### src/rtl/pwm_fade_seq.sv
// pwm_fade_seq: four-channel triangle ("breathing") duty sequencer.
// Channels start a quarter period apart. The pattern advances only on PWM
// period boundaries, after STEP_DIV ticks have been seen. All outputs are
// taken straight from flops.
module pwm_fade_seq #(
   parameter int PERIOD   = 100,
   parameter int DUTY_W   = 8,
   parameter int STEP     = 1,
   parameter int STEP_DIV = 4
) (
   input  logic                  clk,
   input  logic                  rst_in,
   input  logic                  en_in,
   input  logic                  sync_in,
   input  logic                  period_tick_in,
   output logic [4*DUTY_W-1:0]   duty_out,
   output logic [3:0]            dir_out,
   output logic                  update_out
);

   localparam int              PS_W     = (STEP_DIV > 1) ? $clog2(STEP_DIV) : 1;
   localparam int              XW       = DUTY_W + 1;
   localparam logic [PS_W-1:0] PS_LAST  = PS_W'(STEP_DIV - 1);
   localparam logic [XW-1:0]   PERIOD_X = XW'(PERIOD);
   localparam logic [XW-1:0]   STEP_X   = XW'(STEP);

   // Starting duty of a channel: a quarter period per channel index.
   function automatic logic [DUTY_W-1:0] init_duty(input int ch);
      return DUTY_W'((ch * PERIOD) / 4);
   endfunction

   // Next duty after one step. One extra bit of headroom so the
   // comparisons never wrap; endpoints clamp to PERIOD and 0.
   function automatic logic [DUTY_W-1:0] step_duty(input logic [DUTY_W-1:0] duty,
                                                   input logic              up);
      logic [XW-1:0] wide;
      wide = {1'b0, duty};
      if (up)
         step_duty = (wide + STEP_X >= PERIOD_X) ? PERIOD_X[DUTY_W-1:0]
                                                 : DUTY_W'(wide + STEP_X);
      else
         step_duty = (wide <= STEP_X) ? '0 : DUTY_W'(wide - STEP_X);
   endfunction

   // Next direction after one step: flips only on the step that reaches an
   // endpoint, so each endpoint is held for exactly one step.
   function automatic logic step_dir(input logic [DUTY_W-1:0] duty,
                                     input logic              up);
      logic [XW-1:0] wide;
      wide = {1'b0, duty};
      if (up)
         step_dir = !(wide + STEP_X >= PERIOD_X);
      else
         step_dir = (wide <= STEP_X);
   endfunction

   logic [DUTY_W-1:0] duty_q [4];
   logic [DUTY_W-1:0] duty_d [4];
   logic [3:0]        dir_q, dir_d;
   logic [PS_W-1:0]   ps_q, ps_d;
   logic              upd_q, upd_d;

   // Next state: sync wins over a step; disabling clears the prescaler and
   // freezes the pattern.
   always_comb begin
      ps_d  = ps_q;
      dir_d = dir_q;
      upd_d = 1'b0;
      for (int i = 0; i < 4; i++) duty_d[i] = duty_q[i];
      if (sync_in) begin
         for (int i = 0; i < 4; i++) duty_d[i] = init_duty(i);
         dir_d = '1;
         ps_d  = '0;
         upd_d = 1'b1;
      end else if (!en_in) begin
         ps_d = '0;
      end else if (period_tick_in) begin
         if (ps_q == PS_LAST) begin
            ps_d  = '0;
            upd_d = 1'b1;
            for (int i = 0; i < 4; i++) begin
               duty_d[i] = step_duty(duty_q[i], dir_q[i]);
               dir_d[i]  = step_dir(duty_q[i], dir_q[i]);
            end
         end else begin
            ps_d = ps_q + 1'b1;
         end
      end
   end

   // State registers; reset loads the starting pattern immediately.
   always_ff @(posedge clk or posedge rst_in) begin
      if (rst_in) begin
         for (int i = 0; i < 4; i++) duty_q[i] <= init_duty(i);
         dir_q <= '1;
         ps_q  <= '0;
         upd_q <= 1'b0;
      end else begin
         for (int i = 0; i < 4; i++) duty_q[i] <= duty_d[i];
         dir_q <= dir_d;
         ps_q  <= ps_d;
         upd_q <= upd_d;
      end
   end

   for (genvar g = 0; g < 4; g++) begin : g_pack
      assign duty_out[g*DUTY_W +: DUTY_W] = duty_q[g];
   end

   assign dir_out    = dir_q;
   assign update_out = upd_q;

endmodule

### config.mk
export PLATFORM = sky130hd
export DESIGN_NAME = pwm_fade_seq
export DESIGN_NICKNAME = d
export VERILOG_FILES = /design/src/rtl/pwm_fade_seq.sv
export SDC_FILE = /design/constraint.sdc
export NUM_CORES = 1
export LEC_CHECK = 0
export ABC_CLOCK_PERIOD_IN_PS = 6100
export CAP_MARGIN = 25
export CORE_MARGIN = 2
export CORE_UTILIZATION = 33
export DETAILED_ROUTE_END_ITERATION = 6
export DONT_BUFFER_PORTS = 1
export PLACE_DENSITY = 0.47
export SLEW_MARGIN = 40
export SYNTH_ARGS = -nofsm -noshare
export SYNTH_HDL_FRONTEND = slang
export SYNTH_SLANG_ARGS = --single-unit
### constraint.sdc
create_clock -name clk -period 6.1 [get_ports clk]
set_input_delay 0.305 -clock clk [delete_from_list [all_inputs] [get_ports clk]]
set_output_delay 0.305 -clock clk [all_outputs]
set_load 0.03 [all_outputs]
==> metrics.md <==
| Metric | Value |
|---|---|
| Count leader, synth | `nor2_1` |
| YS warnings | `0` |
| Synth cell count leaders | `nor2_1 (46), o21ai_0 (38), a21oi_1 (36)` |
| Fin. Hold Viols | `0` |
| Vias in the first global route | `2803` |
| Flop2flop setup slack | `3540 ps` |
| Total gr overflow | `0` |
| Pre-antenna DRT Iters | `4` |
| GRT Overall Usage | `about 17%` |
| Area grow syn2layout | `4.58%` |
| Final hold slack | `approximately 14 ps` |
| Clk root buf | `clkbuf_8` |
| CP max stage delay | `around 760 ps` |
| H-tree depth | `2` |
| Drc violations | `0` |
| Final setup TNS | `0 ps` |
| Mean post-synth cell area | `~7.8 sq um` |
| Mean routed wirelength per cell | `between 15 and 20 um` |
| Slew HR | `approximately 51%` |
| CTS sink count | `39` |
| Async SR Flop Fraction | `100%` |
| Outcome | `completed` |
| Final WS setup | `3540 ps` |
| Final setup viols | `0` |
| Crit. End Element | `flip-flop` |
| Min-Delay Path Class | `in2async` |
| Port Buffers | `0` |
| Die Ht | `104 um` |
| Share of cells above drive strength 1 | `a little over a tenth` |
| CTS tree | `done` |
| Final core utilization | `35.3%` |
| # Post-CTS Setup Buffers | `0` |
| NumNets Final | `420` |
| Number of flops mapped to enable cells by yosys | `0` |
| Via density | `between 5 and 6` |
| Power per cell area | `about 140 nW/um^2` |
| Data arrival, critical path | `~2800 ps` |
| Worst slew pin tran | `roughly 740 ps` |
| Max Slew Vio Count | `0` |
| Worst path slowest cell | `dfrtp_1` |
| Die area | `between 10000 and 15000 sq um` |
| Final ANT Viol Nets | `0` |
| Initial Utilization | `33.7%` |
| First-pass GRT wire length | `14700 um` |
| Post-DP Area | `around 3300 sq um` |
| Crit path time final | `approximately 2600 ps` |
| Crit-path max FO | `14` |
| Initial DRC Count | `83` |
| FILL cells | `1079` |
| Crit Path Class | `reg2reg` |
| RSZ-0062 raised after global routing | `false` |
| Antenna violations before repair | `0` |
| Cells along the critical path | `nand3_1 > nor3_1 > mux2_2 > a31oi_1 > a21oi_1 > a211oi_1` |
| Synth Net Count | `439` |
| Core Region | `between 9000 and 10000 sq um` |
| Total inserted antenna cells | `0` |
| CP Launch Type | `flip-flop` |
| # IOs | `between 40 and 50` |
| Worst-path clk slew | `about 80 ps` |
| Delay-heaviest family, CP | `compound AO/OA/AOI/OAI gates` |
| Final worst-path cycle share | `a little over two fifths` |
| Max clock buf depth | `2` |
| Yosys top cell area share | `a little under a fifth` |
| Ys flop type | `dfrtp_1` |
| Post-synth design cell area | `~3300 sq um` |
| Setup Skew | `~5.8 ps` |
| Worst path required time | `~6300 ps` |
| Maximum vdd drop | `~0.000084 V` |
| FF-to-FF path depth | `6` |
| Buffers and inverters on the worst path | `0` |
| WL final | `about 9000 um` |
| Largest net degree at the start of global routing | `40` |
| DP HPWL | `6220 um` |
| F_max | `between 300 and 400 MHz` |
| Seq cells post-synth | `39` |
| Cell count after synthesis | `approximately 420` |
| Worst-Skew Late Latency | `about 290 ps` |
| Die X | `between 100 and 150 um` |
| Sequential area share after synthesis | `a little under a third` |
| Leakage | `1.37 nW` |
| Area contributors post-synth | `dfrtp_1 (19%), dfstp_2 (11%), o21ai_0 (5.8%)` |
| Post-place setup slack | `3550 ps` |
| Cell taking the most area after synthesis | `dfrtp_1` |
| Max-Cap Viols | `0` |
| Crit path depth | `6` |
| Netlist cell types | `between 60 and 70` |
| CTS Hold Buffers Added | `0` |
| Via count | `2984` |
| Final GP Congestion | `roughly 0.84` |
| Post-cts resize count | `0` |
| CTS Buf Count | `5` |
| Row count | `36` |
| Post-Layout Inst Area | `about 3400 sq um` |
-- routing by layer --
layer  share of wire (%)  track usage [%]  wire length [um]  vias up
met4                 1.4             4.54               126        0
met5                   0                0                 0        -
met3                 4.0             3.34               352       12
met1                  48             22.2              4280     1437
met2                  46             27.1              4080       57
li1                    -                -                 -     1478
-- sequential cells by signal (all words and copies together), names as in the netlist --
name / cells
update_out: 1
dir_out: 4
ps_q: 2
duty_out: 32
-- cell usage in the layout, fill, tap and decap left out, types with 9 or more instances in the layout --
| cell | n |
|---|---|
| dfstp_2 | 14 |
| nand3_1 | 16 |
| a21oi_1 | 36 |
| dfrtp_1 | 25 |
| nor3_1 | 16 |
| nand2_1 | 34 |
| nand2b_1 | 9 |
| o21ai_0 | 38 |
| nor2_1 | 46 |
| inv_1 | 24 |
| xnor2_1 | 9 |
| ha_1 | 13 |
-- stage by stage --
stage / power (W) / cells
6_report: 0.000484 / 536
5_1_grt: 0.000501 / 536
4_1_cts: 0.000492 / 536
3_5_place_dp: 0.000285 / 528
3_3_place_gp: 0.000285 / 528
2_1_floorplan: 0.000279 / 421
-- path summary, 6_finish.rpt --
| check | endpoint | from |
|---|---|---|
| min in group clk | duty_out[9] | sync_in |
| min reg2reg | ps_q[1] | ps_q[1] |
| max | duty_out[9] | duty_out[10] |
| max reg2reg | duty_out[9] | duty_out[10] |
| max in group asynchronous | duty_out[21] | rst_in |
| min | duty_out[29] | rst_in |
-- cells by family (layout without fill, tap and decap cells) --
| family | count (synthesis) | in the layout | synth area share (%) |
|---|---|---|---|
| compound gates | 128 | 128 | 25.4 |
| simple gates | 164 | 164 | 25.6 |
| buf+inv | 52 | 34 | 6.75 |
| xor+xnor | 17 | 17 | 4.54 |
| mux | 8 | 8 | 2.52 |
| fa+ha+maj | 13 | 13 | 4.96 |
| flops | 39 | 39 | 30.3 |
-- layout make-up --
type / count / area [sq um] / share of cell area [%]
multi-input cells: 330 / 2070 / 60.2
inverters: 24 / 90.1 / 2.63
repair buffers: 2 / 15.0 / 0.438
well taps: 133 / 166 / 4.85
flip-flops and latches: 39 / 993 / 29.0
clock buffers: 8 / 100 / 2.92
-- where the power goes --
group	leakage, nW	internal (W)	switching (W)
Combinational	0.825	0.00000472	0.0000129
Clock	0.0515	0.000104	0.000100
Sequential	0.494	0.000260	0.00000226
Total	1.37	0.000368	0.000115
Power figures use the tool's default switching activity.
